--- src/rtl/loader_pkg.sv ---
// Shared types and constants for the UART instruction-memory loader.
//   state_e       : loader FSM states
//   NUM_LANES     : bytes per instruction word
//   LANE_W        : bits per byte lane
//   END_WORD_DEF  : default end-of-program marker
package loader_pkg;
  localparam int          NUM_LANES    = 4;
  localparam int          LANE_W       = 8;
  localparam logic [31:0] END_WORD_DEF = 32'hFFFF_FFFF;

  typedef enum logic [1:0] {
    LOAD   = 2'd0,
    COMMIT = 2'd1,
    DONE   = 2'd2,
    ERROR  = 2'd3
  } state_e;
endpackage

--- src/rtl/word_assembler.sv ---
// Little-endian byte-to-word assembler.
// Ports:
//   clk, resetn : clock, synchronous active-low reset
//   clr         : synchronous clear of partial word and byte index (break)
//   en          : bytes are accepted only while high
//   rx_valid    : byte strobe, rx_data valid this cycle
//   rx_data     : received byte
//   byte_idx    : lane the next accepted byte lands in
//   word_stb    : combinational, high when the final lane is accepted this cycle
//   word        : assembled word; top lane comes straight from rx_data so the
//                 word is complete in the same cycle as word_stb
module word_assembler
  import loader_pkg::*;
(
  input  logic                         clk,
  input  logic                         resetn,
  input  logic                         clr,
  input  logic                         en,
  input  logic                         rx_valid,
  input  logic [LANE_W-1:0]            rx_data,
  output logic [$clog2(NUM_LANES)-1:0] byte_idx,
  output logic                         word_stb,
  output logic [NUM_LANES*LANE_W-1:0]  word
);
  localparam int IDX_W = $clog2(NUM_LANES);

  // Only the lower lanes need storage; the top lane is consumed on arrival.
  logic [NUM_LANES-2:0][LANE_W-1:0] lanes;
  logic                             accept;

  assign accept   = en & rx_valid & ~clr;
  assign word_stb = accept && (byte_idx == IDX_W'(NUM_LANES-1));
  assign word     = {rx_data, lanes};

  always_ff @(posedge clk) begin
    if (!resetn) begin
      lanes    <= '0;
      byte_idx <= '0;
    end else if (clr) begin
      byte_idx <= '0;
    end else if (accept) begin
      for (int i = 0; i < NUM_LANES-1; i++)
        if (byte_idx == IDX_W'(i)) lanes[i] <= rx_data;
      byte_idx <= byte_idx + 1'b1;  // wraps to 0 after the top lane
    end
  end
endmodule

--- src/rtl/uart_imem_loader.sv ---
// Boot loader: UART bytes -> 32-bit little-endian words -> consecutive imem
// words. Holds the core in reset until the end-of-program marker arrives.
// Optional feature macro: LOADER_TIMEOUT_EN (idle timeout on partial words).
// Ports:
//   clk, resetn            : clock, synchronous active-low reset
//   rx_valid/rx_data       : received byte strobe and data
//   rx_break               : UART BREAK pulse, restarts the load from address 0
//   imem_we/addr/wdata     : instruction memory write port (one cycle per word)
//   cpu_rstn               : core reset, released when the load completes
//   write_done             : sticky load-complete flag
//   load_error             : sticky overflow / timeout flag
//   words_loaded           : number of words committed
module uart_imem_loader
  import loader_pkg::*;
#(
  parameter int          ADDR_W         = 8,
  parameter logic [31:0] END_WORD       = END_WORD_DEF,
  parameter int          TIMEOUT_CYCLES = 2_000_000
) (
  input  logic              clk,
  input  logic              resetn,
  input  logic              rx_valid,
  input  logic [7:0]        rx_data,
  input  logic              rx_break,
  output logic              imem_we,
  output logic [ADDR_W-1:0] imem_addr,
  output logic [31:0]       imem_wdata,
  output logic              cpu_rstn,
  output logic              write_done,
  output logic              load_error,
  output logic [ADDR_W:0]   words_loaded
);
  state_e      state_q, state_d;
  logic        loading;
  logic        brk;
  logic [1:0]  byte_idx;
  logic        word_stb;
  logic [31:0] word;
  logic        timeout_hit;

  assign loading = (state_q == LOAD) || (state_q == COMMIT);
  assign brk     = loading & rx_break;

  word_assembler u_asm (
    .clk      (clk),
    .resetn   (resetn),
    .clr      (brk),
    .en       (loading),
    .rx_valid (rx_valid),
    .rx_data  (rx_data),
    .byte_idx (byte_idx),
    .word_stb (word_stb),
    .word     (word)
  );

`ifdef LOADER_TIMEOUT_EN
  localparam int TO_W = $clog2(TIMEOUT_CYCLES + 1);
  logic [TO_W-1:0] idle_q;
  logic            idle_clr;

  // Only a partially received word is subject to the idle limit.
  assign idle_clr    = (state_q != LOAD) || (byte_idx == 2'd0) || rx_valid || rx_break;
  assign timeout_hit = !idle_clr && (idle_q == TO_W'(TIMEOUT_CYCLES - 1));

  always_ff @(posedge clk) begin
    if (!resetn || idle_clr) idle_q <= '0;
    else                     idle_q <= idle_q + 1'b1;
  end
`else
  logic unused_timeout;
  assign unused_timeout = (TIMEOUT_CYCLES != 0) ^ (|byte_idx);
  assign timeout_hit    = 1'b0;
`endif

  always_comb begin
    state_d = state_q;
    case (state_q)
      LOAD: begin
        if (rx_break)         state_d = LOAD;
        else if (word_stb)    state_d = (word == END_WORD) ? DONE : COMMIT;
        else if (timeout_hit) state_d = ERROR;
      end
      COMMIT: begin
        // The write itself completes regardless of a break this cycle.
        if (rx_break)                       state_d = LOAD;
        else if (imem_addr == {ADDR_W{1'b1}}) state_d = ERROR;
        else                                state_d = LOAD;
      end
      DONE:    state_d = DONE;
      ERROR:   state_d = ERROR;
      default: state_d = LOAD;
    endcase
  end

  always_ff @(posedge clk) begin
    if (!resetn) begin
      state_q      <= LOAD;
      imem_we      <= 1'b0;
      imem_addr    <= '0;
      imem_wdata   <= '0;
      words_loaded <= '0;
      write_done   <= 1'b0;
      cpu_rstn     <= 1'b0;
      load_error   <= 1'b0;
    end else begin
      state_q    <= state_d;
      imem_we    <= (state_d == COMMIT);
      write_done <= (state_d == DONE);
      cpu_rstn   <= (state_d == DONE);
      load_error <= (state_d == ERROR);
      if (state_d == COMMIT) imem_wdata <= word;
      if (brk) begin
        imem_addr    <= '0;
        words_loaded <= '0;
      end else if (state_q == COMMIT) begin
        words_loaded <= words_loaded + 1'b1;
        // No wrap: the address stays on the last word when overflowing.
        if (state_d != ERROR) imem_addr <= imem_addr + 1'b1;
      end
    end
  end
endmodule

--- config.mk ---
export PLATFORM = sky130hd
export DESIGN_NAME = uart_imem_loader
export DESIGN_NICKNAME = d
export VERILOG_FILES = /design/src/rtl/loader_pkg.sv /design/src/rtl/word_assembler.sv /design/src/rtl/uart_imem_loader.sv
export SDC_FILE = /design/constraint.sdc
export NUM_CORES = 1
export LEC_CHECK = 0
export BUFFER_PORTS_ARGS = -buffer_cell sky130_fd_sc_hd__buf_2
export CELL_PAD_IN_SITES_DETAIL_PLACEMENT = 0
export CELL_PAD_IN_SITES_GLOBAL_PLACEMENT = 2
export CORE_AREA = 2 2 99 125
export DETAILED_ROUTE_END_ITERATION = 7
export DIE_AREA = 0 0 101 127
export PLACE_DENSITY_LB_ADDON = 0.1
export SYNTH_ARGS = -nofsm -noshare
export SYNTH_HDL_FRONTEND = slang
export SYNTH_SLANG_ARGS = --single-unit
--- constraint.sdc ---
create_clock -name clk -period 1.7 [get_ports clk]
set_input_delay 0.34 -clock clk [delete_from_list [all_inputs] [get_ports clk]]
set_output_delay 0.34 -clock clk [all_outputs]
set_load 0.03 [all_outputs]
# Word level (Yosys, flattened, before mapping)
# Index checks and enable logic that the tools add are counted.
# W data, S select, Z words.
classes:
  bitwise_logic: 5
  eq_ne: 12
  addsub: 3
  mux: 6
  n_reduce_logical: 9
ops:
  columns: ["operator", "n"]
  rows:
  - ["$eq A32 B32 Y1 const B", 1]
  - ["$eq A2 B2 Y1 const B", 6]
  - ["$mux W2", 5]
  - ["$add A9 B1 Y9 const B", 1]
  - ["$reduce_and A3 Y1", 3]
  - ["$add A8 B1 Y8 const B", 1]
  - ["$eq A8 B8 Y1 const B", 1]
  - ["$pmux W2 S4", 1]
  - ["$eq A2 B1 Y1 const B", 3]
  - ["$logic_not A2 Y1", 2]
  - ["$and A1 B1 Y1", 3]
  - ["$add A2 B1 Y2 const B", 1]
  - ["$ne A2 B2 Y1 const B", 1]
  - ["$not A1 Y1", 2]
  - ["$reduce_and A2 Y1", 1]
  - ["$reduce_or A2 Y1", 1]
  - ["$logic_and A1 B1 Y1", 1]
  - ["$logic_or A1 B1 Y1", 1]
totals:
  elab_cells: 46
  register_bits: 80

# Depth between registers and ports, before layout
depth:
  ltp_word: 11
  depth_mapped: 6

# Cells and area by module
# Synthesis repeated with hierarchy kept, for this count alone.
unflattened:
  hier_cells: 373
  area_unflattened_um2: 3467.1
modules_own_cells:
  columns: ["mod", "seq_area_each_um2", "area_each_um2", "instances", "cells_each"]
  rows:
  - ["uart_imem_loader", 1081.0, 2334.7, 1, 259]
  - ["word_assembler", 520.5, 1132.3, 1, 114]

# Worst setup path before layout
# Ideal clock, no wire load.
synth_path:
  path_kind: "register -> register"
  start: "register imem_addr[0]"
  end: "register imem_addr[7]"
  t_arrival_ps: 1596
  stages_incl_launch_ff: 6
  path_buffers: 0
  path_slack_ps: -17
  synth_period_minus_slack_ps: 1717
  required_ps: 1579
  cell_sequence: "dfxtp_1 > ha_1 > nand4b_1 > o211ai_1 > nor2_1 > mux2_2"
synth_via:
  elab_chain_cells: 6
  word_cells_on_any_way: 7
synth_rtl:
  columns: ["item", "line_no", "source"]
  rows:
  - ["start: declaration", "uart_imem_loader.sv:26", "output logic [ADDR_W-1:0] imem_addr,"]
  - ["start signal: assignment", "uart_imem_loader.sv:118", "if (state_d != ERROR) imem_addr <= imem_addr + 1'b1;"]
  - ["$eq A8 B8 Y1", "uart_imem_loader.sv:86", "else if (imem_addr == {ADDR_W{1'b1}}) state_d = ERROR;"]
  - ["$mux W2", "uart_imem_loader.sv:86", null]
  - ["$mux W2", "uart_imem_loader.sv:85", "if (rx_break) state_d = LOAD;"]
  - ["$pmux W2 S4", "uart_imem_loader.sv:77", "case (state_q)"]
  - ["$ne A2 B2 Y1", "uart_imem_loader.sv:118", null]
  - ["$reduce_and A2 Y1 (no line)", null, null]
# Parallel ways exist; a longest one is shown, timed or not.
# A chain may end at the register's enable or synchronous reset.

# Worst setup path after layout
layout_path:
  start: "register state_q[1]"
  end: "register imem_wdata[31]"
layout_via:
  elab_chain_cells: 10
  word_cells_on_any_way: 14
layout_rtl:
  columns: ["item", "line_no", "source"]
  rows:
  - ["start: declaration", "uart_imem_loader.sv:33", "state_e state_q, state_d;"]
  - ["start signal: assignment", "uart_imem_loader.sv:106", "state_q <= state_d;"]
  - ["$eq A2 B1 Y1 / $logic_not A2 Y1 (equally long branches)", "uart_imem_loader.sv:41, uart_imem_loader.sv:77", null]
  - ["$logic_or A1 B1 Y1", "uart_imem_loader.sv:41", "assign loading = (state_q == LOAD) || (state_q == COMMIT);"]
  - ["$and A1 B1 Y1", "uart_imem_loader.sv:42", "assign brk = loading & rx_break;"]
  - ["$not A1 Y1 (no line)", null, null]
  - ["$and A1 B1 Y1", "word_assembler.sv:31", "assign accept = en & rx_valid & ~clr;"]
  - ["$logic_and A1 B1 Y1", "word_assembler.sv:32", "assign word_stb = accept && (byte_idx == IDX_W'(NUM_LANES-1));"]
  - ["$mux W2", "uart_imem_loader.sv:80", "else if (word_stb) state_d = (word == END_WORD) ? DONE : COMMIT;"]
  - ["$mux W2", "uart_imem_loader.sv:79", "if (rx_break) state_d = LOAD;"]
  - ["$pmux W2 S4 *", "uart_imem_loader.sv:77", null]
  - ["$eq A2 B1 Y1 *", "uart_imem_loader.sv:111", "if (state_d == COMMIT) imem_wdata <= word;"]
  - ["end signal: assignment", "uart_imem_loader.sv:111", null]
  - ["end: declaration", "uart_imem_loader.sv:27", "output logic [31:0] imem_wdata,"]
# Mark *: on every way between the ends. The rest lies on a longest branch, timed or not.

==> run metrics <==
Horiz. Die Dim just over 100 um; Hold Path Class input port to register; critical path class register to register; RSZ-0062 raised after global routing true; max-slew violations 0; final net count approximately 470; WL per Instance 14.3 um; Post-synth EDFFs 0; number of global-route vias before repair around 2,700; vias post-DR about 2,700; initial core utilization between 20% and 30%; Max-Cap Viols 0; Reg power frac ~45%; total CTS buffers 9; clk slew on worst S/H paths ~0.06 ns; Core ar. between 10,000 and 15,000 um2; minimum clock period 1.64 ns; H-tree depth 3; most frequent cells in the layout nand2_1, dfxtp_1, buf_2, mux2i_1, nor2_1; Final Hold Viols 0; Switching Share roughly a fifth; Port Buf Inserts between 60 and 70; DRT iter0 DRCs 96; Die Y 127 um; antenna viol nets, final 0; clock share of power 51.5%; GPL Wtd Cong 0.729; initial antenna violation count 0; Top-Level Pins 65; crit path DAT 1.90 ns; clock sink count 80; Post-Syn Area between 3000 and 4000 um2; worst setup margin between 0.06 and 0.07 ns; sequential share of the synthesized area 46.9%; Synth Instances between 300 and 400; synth top area cells dfxtp_1, nand2_1, mux2i_1; remaining global-route overflow 0; DRC Markers 0; first-pass GRT wire length ~14,000 um; Logic pwr share between 3 and 4%; synth unique cells 40; Worst-Skew Late Latency ~0.33 ns; Syn Nets ~390; full die area around 13,000 um2; CTS tree yes; Worst Setup Start Kind register; area delta synth->final 27.3%; status completed; layout cells sized above 1 a little over a quarter; Tcrit/Tclk final 96.3%; Slew headroom between 70 and 80%; via/cell ratio roughly 4.5; Data required, critical path about 2.0 ns; Post-synth ARST share 0%; crit end category register; Avg Synthesized Cell Area 9.10 um2; most common cell after layout, fill and taps aside nand2_1; DPL Wire Length about 6000 um; sw power 830 uW; Max VDD drop between 0.5 and 0.6 mV; clock root cell clkbuf_16; P per Cell Area just under 1000 nW/um2; Cell Int Power 3.38 mW; Synth area leader dfxtp_1; Pre-Repair DR Iteration Count 4; worst-margin pin slew about 0.45 ns; Ys Warns 0; worst-case clock skew 0.00596 ns; number of diodes 0; maximum clock frequency 611 MHz; post-synthesis register bit count 80; CP Max Fanout 8; # setup viols final 0; Placement Setup Slack -0.00945 ns; GRT Total Usage a little over an eighth; Setup TNS 0 ns; largest net degree at the start of global routing 94; CTS max path bufs 2; FP Rows 44; share of the synthesized area in the top cell type 46.9%; predominant post-synthesis flop cell dfxtp_1; final WL ~8500 um; P_leak 1.72 nW
critical path, stage by stage (launching register included):
cell and delay, ns:
dfxtp_2 0.33, nor3b_4 0.18, and3_4 0.20, a21boi_4 0.42, clkbuf_16 0.26, mux2i_1 0.17
routing by layer:
layer | up-vias | wire (um) | part of all wire [%] | GRT usage (%)
met2 | 44 | 4350 | 51 | 23.4
met4 | 0 | 174 | 2.0 | 6.68
met1 | 1247 | 3820 | 45 | 16.9
met3 | 11 | 187 | 2.2 | 1.86
li1 | 1401 | - | - | -
met5 | - | 0 | 0 | 0
power groups by stage:
stage	sequential, mW	clock [mW]	combinational [mW]
detailed placement	1.94	0	0.144
global placement	1.94	0	0.144
finish	1.90	2.17	0.141
CTS	1.90	2.25	0.144
floorplan	1.94	0	0.0807
global route	1.90	2.32	0.157
logic make-up after synthesis:
kind of cell               after synthesis  share of synthesized area [%]
and+or+nand+nor                        174                           22.6
DFF                                     80                           46.9
AOI/OAI and AO/OA                       38                           8.43
muxes                                   35                           10.3
buffers and inverters                   27                           5.72
xor gates and xnor gates                15                           3.85
adders and majority gates                6                           2.20
final cells by class:
| type | count | area [um2] |
|---|---|---|
| clock buffer | 13 | 280 |
| clock inverter | 2 | 60.1 |
| fill | 1245 | 7220 |
| inverter | 6 | 22.5 |
| multi-input combinational | 268 | 1630 |
| sequential | 80 | 1610 |
| tap | 138 | 173 |
| timing repair buffer | 89 | 567 |
per-stage QoR:
step                std cells  hold WS (ns)  utilization (%)  power, mW  cell area [um2]
floorplan                 375         0.448                -       2.02             3410
global placement          580         0.440             34.3       2.08             3960
detailed placement        580         0.444             34.3       2.08             3960
CTS                       595         0.307             37.2       4.29             4300
global route              596         0.329             37.6       4.38             4340
finish                    596         0.312             37.6       4.21             4340
flip-flops by register name, indices dropped and copies added (netlist names), 2 cells and up:
register	cells
imem_wdata	32
state_q	2
u_asm.byte_idx	2
words_loaded	9
imem_addr	8
u_asm.word	24
cell usage after synthesis (3+ instances only):
library cell	instances
inv_1	6
ha_1	6
xor2_1	13
a21boi_1	5
and2_2	3
and3_1	3
o2111ai_1	3
and2_1	3
nand2_1	119
nor2_1	23
nand4_1	11
a21boi_0	19
dfxtp_1	80
dlygate4sd1_1	4
mux2i_1	34
buf_12	3
clkbuf_1	9
final timing paths:
kind / from / to / slack [ns] / cells past startpoint
max: state_q[1]$_SDFF_PN0_ / imem_wdata[31]$_SDFFE_PN0N_ / 0.06 / 5
max reg2reg: state_q[1]$_SDFF_PN0_ / imem_wdata[31]$_SDFFE_PN0N_ / 0.06 / 5
min reg2reg: imem_wdata[9]$_SDFFE_PN0N_ / imem_wdata[9]$_SDFFE_PN0N_ / 0.45 / 2
min: rx_data[5] / u_asm.word[21]$_SDFFE_PN0P_ / 0.31 / 3
repair_timing:
item,in CTS,in global routing
setup buffers,0,0
gates resized for setup,0,7
endpoints found under the setup margin,0,3
hold buffers,0,0
Power figures use the tool's default switching activity.
